[config.mk]
export PLATFORM = sky130hd
export DESIGN_NAME = maxpool_1
export DESIGN_NICKNAME = d
export VERILOG_FILES = /design/src/rtl/maxpool_1_pkg.sv /design/src/rtl/maxpool_1_pool_line_buf.sv /design/src/rtl/maxpool_1.sv
export SDC_FILE = /design/constraint.sdc
export NUM_CORES = 1
export LEC_CHECK = 0
export CAP_MARGIN = 20
export CELL_PAD_IN_SITES_DETAIL_PLACEMENT = 1
export CELL_PAD_IN_SITES_GLOBAL_PLACEMENT = 2
export CORE_AREA = 2 2 149 187
export CTS_BUF_LIST = sky130_fd_sc_hd__clkbuf_8 sky130_fd_sc_hd__clkbuf_16
export CTS_CLUSTER_SIZE = 14
export DETAILED_ROUTE_END_ITERATION = 6
export DIE_AREA = 0 0 151 189
export PLACE_DENSITY = 0.85
export SETUP_SLACK_MARGIN = 0.2
export SYNTH_ARGS = -nofsm -noshare
export SYNTH_HDL_FRONTEND = slang
export SYNTH_SLANG_ARGS = --single-unit
[constraint.sdc]
create_clock -name clk -period 6 [get_ports clk]
set_input_delay 0.9 -clock clk [delete_from_list [all_inputs] [get_ports clk]]
set_output_delay 0.9 -clock clk [all_outputs]
set_load 0.02 [all_outputs]
[src/rtl/maxpool_1_pkg.sv]
// Shared constants for the LeNet-5 feature-map path and a width helper.
package maxpool_1_pkg;

   localparam int unsigned MP_DATA_SIZE = 16;

   // LeNet-5 spatial dimensions: C1 out, S2 out, C3 out, S4 out
   localparam int unsigned LENET_C1_DIM = 28;
   localparam int unsigned LENET_S2_DIM = 14;
   localparam int unsigned LENET_C3_DIM = 10;
   localparam int unsigned LENET_S4_DIM = 5;

   // Bits needed to index 'value' entries; never returns less than 1
   function automatic int unsigned clog2(input int unsigned value);
      int unsigned w;
      w = 0;
      for (int unsigned i = 0; i < 32; i++) begin
         if ((64'd1 << i) < 64'(value)) w = i + 1;
      end
      return (w == 0) ? 1 : w;
   endfunction

endpackage

[src/rtl/maxpool_1_pool_line_buf.sv]
// Half-row line buffer: single port, synchronous write, combinational read.
module pool_line_buf
   import maxpool_1_pkg::*;
#(
   parameter int unsigned DEPTH = LENET_S2_DIM,
   parameter int unsigned WIDTH = MP_DATA_SIZE,
   parameter int unsigned AW    = clog2(LENET_S2_DIM)
) (
   input  logic             clk,
   input  logic             wr_en,
   input  logic [AW-1:0]    addr,
   input  logic [WIDTH-1:0] wr_data,
   output logic [WIDTH-1:0] rd_data
);

   logic [WIDTH-1:0] mem [DEPTH];

   // Storage write; contents intentionally not reset
   always_ff @(posedge clk) begin
      if (wr_en) mem[addr] <= wr_data;
   end

   // Asynchronous read of the addressed entry
   always_comb begin
      rd_data = mem[addr];
   end

endmodule

[src/rtl/maxpool_1.sv]
// Streaming 2x2 stride-2 signed max-pool over a raster-order frame.
module maxpool_1
   import maxpool_1_pkg::*;
#(
   parameter int unsigned DATA_SIZE = MP_DATA_SIZE,
   parameter int unsigned IMG_W     = LENET_C1_DIM,
   parameter int unsigned IMG_H     = LENET_C1_DIM
) (
   input  logic                 clk,
   input  logic                 rst,
   input  logic                 din_valid,
   input  logic [DATA_SIZE-1:0] din,
   output logic                 dout_valid,
   output logic [DATA_SIZE-1:0] dout,
   output logic                 frame_done
);

   localparam int unsigned HALF_W = IMG_W / 2;
   localparam int unsigned CW     = clog2(IMG_W);
   localparam int unsigned RW     = clog2(IMG_H);
   localparam int unsigned AW     = clog2(HALF_W);
   localparam logic [CW-1:0] COL_LAST = CW'(IMG_W - 1);
   localparam logic [RW-1:0] ROW_LAST = RW'(IMG_H - 1);

   logic [CW-1:0]        col_q, col_d;
   logic [RW-1:0]        row_q, row_d;
   logic [DATA_SIZE-1:0] hmax_q, hmax_d;
   logic [DATA_SIZE-1:0] dout_q, dout_d;
   logic                 dout_valid_q, dout_valid_d;
   logic                 frame_done_q, frame_done_d;

   logic [DATA_SIZE-1:0] pmax;
   logic [DATA_SIZE-1:0] win_max;
   logic [DATA_SIZE-1:0] lb_rd;
   logic [AW-1:0]        lb_addr;
   logic                 lb_wr_en;

   pool_line_buf #(
      .DEPTH (HALF_W),
      .WIDTH (DATA_SIZE),
      .AW    (AW)
   ) u_line_buf (
      .clk     (clk),
      .wr_en   (lb_wr_en),
      .addr    (lb_addr),
      .wr_data (pmax),
      .rd_data (lb_rd)
   );

   // Pair/window maxima, line-buffer control and raster counter advance
   always_comb begin
      col_d        = col_q;
      row_d        = row_q;
      hmax_d       = hmax_q;
      dout_d       = dout_q;
      dout_valid_d = 1'b0;
      frame_done_d = 1'b0;
      lb_wr_en     = 1'b0;
      lb_addr      = AW'(col_q >> 1);
      pmax         = ($signed(din) > $signed(hmax_q)) ? din : hmax_q;
      win_max      = ($signed(lb_rd) > $signed(pmax)) ? lb_rd : pmax;

      // Reset wins over a coincident pixel, including the line-buffer write
      if (din_valid && !rst) begin
         if (!col_q[0]) begin
            hmax_d = din;
         end else if (!row_q[0]) begin
            lb_wr_en = 1'b1;
         end else begin
            dout_d       = win_max;
            dout_valid_d = 1'b1;
            frame_done_d = (row_q == ROW_LAST) && (col_q == COL_LAST);
         end

         if (col_q == COL_LAST) begin
            col_d = '0;
            row_d = (row_q == ROW_LAST) ? '0 : row_q + 1'b1;
         end else begin
            col_d = col_q + 1'b1;
         end
      end
   end

   // State and output registers with synchronous reset
   always_ff @(posedge clk) begin
      if (rst) begin
         col_q        <= '0;
         row_q        <= '0;
         hmax_q       <= '0;
         dout_q       <= '0;
         dout_valid_q <= 1'b0;
         frame_done_q <= 1'b0;
      end else begin
         col_q        <= col_d;
         row_q        <= row_d;
         hmax_q       <= hmax_d;
         dout_q       <= dout_d;
         dout_valid_q <= dout_valid_d;
         frame_done_q <= frame_done_d;
      end
   end

   assign dout       = dout_q;
   assign dout_valid = dout_valid_q;
   assign frame_done = frame_done_q;

endmodule

=== After elaboration in Yosys (flattened, before gate mapping) ===
Memory sizes are Yosys's and may differ from the RTL's. A register that Yosys moved wholly into a read port is not among the register bits.
Cells that the tools add are included.
W data, S select, Z words.

* Register bits: 44
* RAM bits: 224
* Input port bits: 19
* Output and inout bits: 18
* Word-level logic and storage cells: 36
* Memories kept: 1

* $add $sub $neg: 2
* Order comparisons: 2
* Equal/unequal tests: 2
* Mux-type cells: 12
* Bitwise gates (word level): 3
* Reduce and logical (&&, ||, !) cells: 8

{| class="wikitable"
|+ Memories
! memory !! words !! width !! rd ports !! clocked after Yosys merged registers in !! write ports !! line !! text
|-
| u_line_buf.mem || 14 || 16 || 1 || 1 || 1 || maxpool_1_pool_line_buf.sv:16 || <nowiki>logic [WIDTH-1:0] mem [DEPTH];</nowiki>
|}

{| class="wikitable"
|+ Operators by type and width
! cell !! count
|-
| $gt A16 B16 Y1 || 2
|-
| $mux W16 || 2
|-
| $add A5 B1 Y5 const B || 2
|-
| $eq A5 B5 Y1 const B || 2
|-
| $mux W5 || 2
|-
| $mux W4 || 2
|-
| $mux W1 || 6
|-
| $reduce_and A2 Y1 || 2
|-
| $reduce_or A4 Y1 || 1
|-
| $not A1 Y1 || 3
|-
| $reduce_and A3 Y1 || 1
|-
| $reduce_or A3 Y1 || 1
|-
| $logic_and A1 B1 Y1 || 2
|-
| $logic_not A1 Y1 || 1
|}

=== Depth between registers and ports, before layout ===
* Depth after elaboration: 5
* Mapped depth: 20

=== Hierarchy ===
A second synthesis with hierarchy kept.

* Cells, all modules: 759
* Area, all modules: 11788.8 sq um

{| class="wikitable"
|+ Modules (own cells, without submodules)
! module !! instances !! cells each !! area an instance (sq um) !! sequential area each (sq um)
|-
| pool_line_buf || 1 || 381 || 8732.1 || 6726.5
|-
| maxpool_1 || 1 || 378 || 3056.7 || 880.8
|}

=== Least setup slack after synthesis ===
Ideal clock, no wire load.

* Path kind: input to register
* From: input din[1]
* To: register dout_q[5] (netlist: dout[5])
* Setup time: 0.128 ns
* Data arrival time: 4.547 ns
* Slack: 1.325 ns
* Stages on the path: 18
* Path buffers: 3
* Cells stage by stage: ha_1 > nor2b_4 > o211ai_2 > a2111oi_1 > or4b_1 > buf_6 > mux2i_1 > inv_1 > ha_1 > nor2b_1 > o21a_1 > o21ai_1 > a211oi_2 > o31ai_4 > or3_1 > buf_2 > buf_6 > o211ai_2

* Cells in the longest elaborated chain, start to end: 4

{| class="wikitable"
|+ Ends and longest elaborated chain
! element !! line !! text
|-
| start, declared || maxpool_1.sv:12 || <nowiki>input logic [DATA_SIZE-1:0] din,</nowiki>
|-
| $gt A16 B16 Y1 || maxpool_1.sv:60 || <nowiki>pmax = ($signed(din) > $signed(hmax_q)) ? din : hmax_q;</nowiki>
|-
| $mux W16 (*) || maxpool_1.sv:60 ||
|-
| net pmax[1] || maxpool_1.sv:32 || <nowiki>logic [DATA_SIZE-1:0] pmax;</nowiki>
|-
| $gt A16 B16 Y1 (*) || maxpool_1.sv:61 || <nowiki>win_max = ($signed(lb_rd) > $signed(pmax)) ? lb_rd : pmax;</nowiki>
|-
| $mux W16 (*) || maxpool_1.sv:61 ||
|-
| end signal, assigned || maxpool_1.sv:97 || <nowiki>dout_q <= dout_d;</nowiki>
|-
| end, declared || maxpool_1.sv:28 || <nowiki>logic [DATA_SIZE-1:0] dout_q, dout_d;</nowiki>
|}

Mark *: on every way through the listed nets, which the timed path passes. The rest lies on a longest branch.
A chain may end at the register's enable or synchronous reset.

=== Worst setup path in the final report ===
* From: input din[1]
* To: register dout_q[4] (netlist: dout[4])

The elaborated chain is that of the path after synthesis.

==> key figures <==
Status
  – Outcome: finished clean

Logic synthesis
  – Synth Register Bits: 272
  – Cells after synthesis: 773
  – Top cell type's share of synthesized area: 0.5557
  – Post-synthesis sequential area ratio: 0.6351
  – Top_reg_cell synth: edfxtp_1
  – Synth top area cells: edfxtp_1, mux4_2, dfxtp_1, mux2i_1, ha_1
  – Asr flop ratio synth: 0
  – Yosys warning total: 0
  – Cell taking the most area after synthesis: edfxtp_1
  – Yosys cell types: 49
  – Post-Syn Area: 12100 sq um
  – EDFF count, synth: 224
  – Syn nets: 826
  – Avg Cell Area, Syn: 15.66 sq um

Finish
  – Synthesis-to-layout area growth: 15.01%
  – Nets: 890
  – Layout cells sized above 1: 0.2089
  – Number of diodes: 0

Clocking
  – H-tree Lvls: 1
  – CTS Buffer Depth: 3
  – Cts hold-fix bufs: 0
  – CTS clk-pin slew, worst paths: 0.06 ns
  – Post-CTS setup buffer count: 0
  – Resize count post-CTS: 0
  – Root buffer cell: clkbuf_16
  – Total CTS buffers: 27
  – TritonCTS clock tree: yes
  – Clock Latency Late Sink: 0.53 ns
  – Clk sinks: 272

Power and ir drop
  – Switching share of power: 0.2413
  – Sw power: 1.026 mW
  – Pwr Total: 4.252 mW
  – Clock power share: 0.382
  – Leakage Power: 4.703 nW
  – Worst VDD drop: 215.5 uV
  – Sequential share of power: 0.504
  – Internal power: 3.226 mW
  – Combinational power share: 0.114
  – Pwr per Cell Area: 305.4 nW/um^2

Detailed routing
  – Routed Antenna Nets: 0
  – Detailed Route Iter0 Violations: 416
  – Via Count: 7096
  – DRC viols: 0
  – Avg WL per Cell: 24.62 um
  – Vias/cell: 5.903
  – TritonRoute pass-1 iters: 5
  – DRT Wirelength: 29.59 mm

Setup path
  – Crit end category: flip-flop
  – Setup crit start kind: primary input
  – Required time of the critical path: 6.38 ns
  – Critical-path maximum fanout: 16
  – Arr. time, crit path: 5.72 ns
  – Crit Path Class: primary input to flip-flop

Timing
  – Fin crit period: 5.348 ns
  – Slew Limit Fails: 0
  – RSZ-0062 raised after global routing: false
  – Worst Tran Pin Value: 1.084 ns
  – Rel. slew slack: 0.2746
  – Tcrit/Tclk final: 0.8913
  – Final Hold Viols: 0
  – Max Fclk: 187.0 MHz
  – Endpoints failing setup: 0
  – TNS Setup: 0 ns
  – Layout Skew: 0.01367 ns

Die
  – Starting Density: 0.4541
  – Die area: 28540 sq um
  – Number of I/O pins: 37
  – Chip width: 151 um
  – Area of the core: 26660 sq um
  – Rows: 67
  – Die span in y: 189 um

Global route
  – Vias in the first global route: 7658
  – Largest net degree at the start of global routing: 32
  – Initial antenna violation count: 0
  – First-pass GRT wire length: 45.38 mm
  – Overflow after GRT: 0
  – GRT Overall Usage: 0.2131

Min path
  – Type of the tightest min-delay check: flip-flop to flip-flop

Place
  – Final Wtd Congestion: 0.7903
  – IO Port Bufs: 36
  – Post-DP HPWL: 19.18 mm

Run
  – Max Cap Viol: 0
-- power groups by stage --
stage	Clock, mW	Sequential [mW]	Combinational [mW]
6_report	1.62	2.14	0.484
5_1_grt	1.72	2.15	0.526
4_1_cts	1.65	2.14	0.487
3_5_place_dp	0	2.19	0.484
3_3_place_gp	0	2.18	0.461
2_1_floorplan	0	2.17	0.336
-- routing by layer --
| layer | vias to the layer above | wire [um] | global-route usage |
|---|---|---|---|
| li1 | 3126 | - | - |
| met1 | 3751 | 12340 | 0.2823 |
| met2 | 173 | 15220 | 0.3722 |
| met3 | 46 | 1318 | 0.02602 |
| met4 | 0 | 717 | 0.05536 |
| met5 | - | 0 | 0 |
-- cells in the mapped netlist, drive strengths merged, types with 6 or more instances --
| master | count |
|---|---|
| a21oi | 16 |
| buf | 20 |
| clkbuf | 22 |
| dfxtp | 48 |
| edfxtp | 224 |
| ha | 34 |
| inv | 48 |
| mux2i | 80 |
| mux4 | 48 |
| nand2 | 62 |
| nand3 | 10 |
| nand4 | 6 |
| nor2 | 24 |
| nor3 | 7 |
| o211ai | 49 |
| o21a | 16 |
| o31ai | 16 |
-- kinds of logic after synthesis --
group	Yosys count	synth area share
compound gates	116	0.07887
fa+ha+maj	34	0.03515
buf+inv	91	0.03328
flops	272	0.6351
mux	129	0.1660
simple gates	131	0.05158
-- worst max-delay path: stages --
cell and delay [ns]:
clkdlybuf4s50_1 0.50, ha_1 0.35, nor2b_4 0.14, o211ai_2 0.09
a2111oi_1 0.36, or4b_1 0.17, buf_4 0.27, buf_4 0.28
mux2i_1 0.46, inv_1 0.14, ha_1 0.35, nor2b_1 0.14
o21a_1 0.16, o21ai_1 0.16, a211oi_2 0.11, o31ai_4 0.26
or3_1 0.70, o211ai_1 0.16
-- flip-flops by register name, indices dropped and copies added (netlist names), named ones only --
name and cells:
row_q 5, dout 16, frame_done 1, dout_valid 1, hmax_q 16, u_line_buf.mem 224
col_q 5
-- cell type report --
cell class                 instances  area (sq um)
clock buffer                      31         730.7
clock inverter                    18         120.1
fill                            2562         12740
inverter                          49         183.9
multi-input combinational        410          4069
sequential                       272          7694
tap                              345         431.7
timing repair buffer              77         691.9
-- layout by cell type, fill, tap and decap left out, types with 3 or more instances in the layout --
cell,instances
o21a_1,16
o21ai_0,3
nor3b_1,3
o31ai_1,15
nand2_1,62
o211ai_1,27
clkbuf_16,27
inv_1,52
nand4_1,5
clkdlybuf4s50_1,36
mux4_2,48
mux2i_4,9
ha_1,34
nand2b_1,5
edfxtp_1,224
a21oi_1,16
a21o_1,5
o211ai_2,22
nor2_1,23
nor3_4,4
nand4b_1,3
mux2i_1,70
clkinv_2,6
clkbuf_8,4
dfxtp_1,45
buf_4,38
nand3_1,10
clkinv_1,4
a311oi_1,3
-- metrics by stage --
| step | worst slack [ns] | hold WS, ns | util | cells | instance area [sq um] |
|---|---|---|---|---|---|
| global placement | 0.2970 | 0.4740 | 0.4890 | 1150 | 13040 |
| finish | 0.6524 | 0.5022 | 0.5222 | 1202 | 13920 |
| detailed placement | 0.07870 | 0.4989 | 0.4896 | 1151 | 13050 |
| CTS | 0.6488 | 0.5131 | 0.5215 | 1200 | 13900 |
| global route | 0.3216 | 0.5416 | 0.5222 | 1202 | 13920 |
| floorplan | 1.325 | 0.4603 | - | 773 | 12100 |
-- path summary, 6_finish.rpt --
kind                                  from       end  slack [ns]  cells after the start
worst max-delay path                din[1]   dout[4]        0.65                     18
worst max register to register  hmax_q[14]   dout[4]        1.11                     17
worst min register to register    dout[12]  dout[12]        0.50                      2
worst min-delay path              dout[12]  dout[12]        0.50                      2
Power figures use the tool's default switching activity.
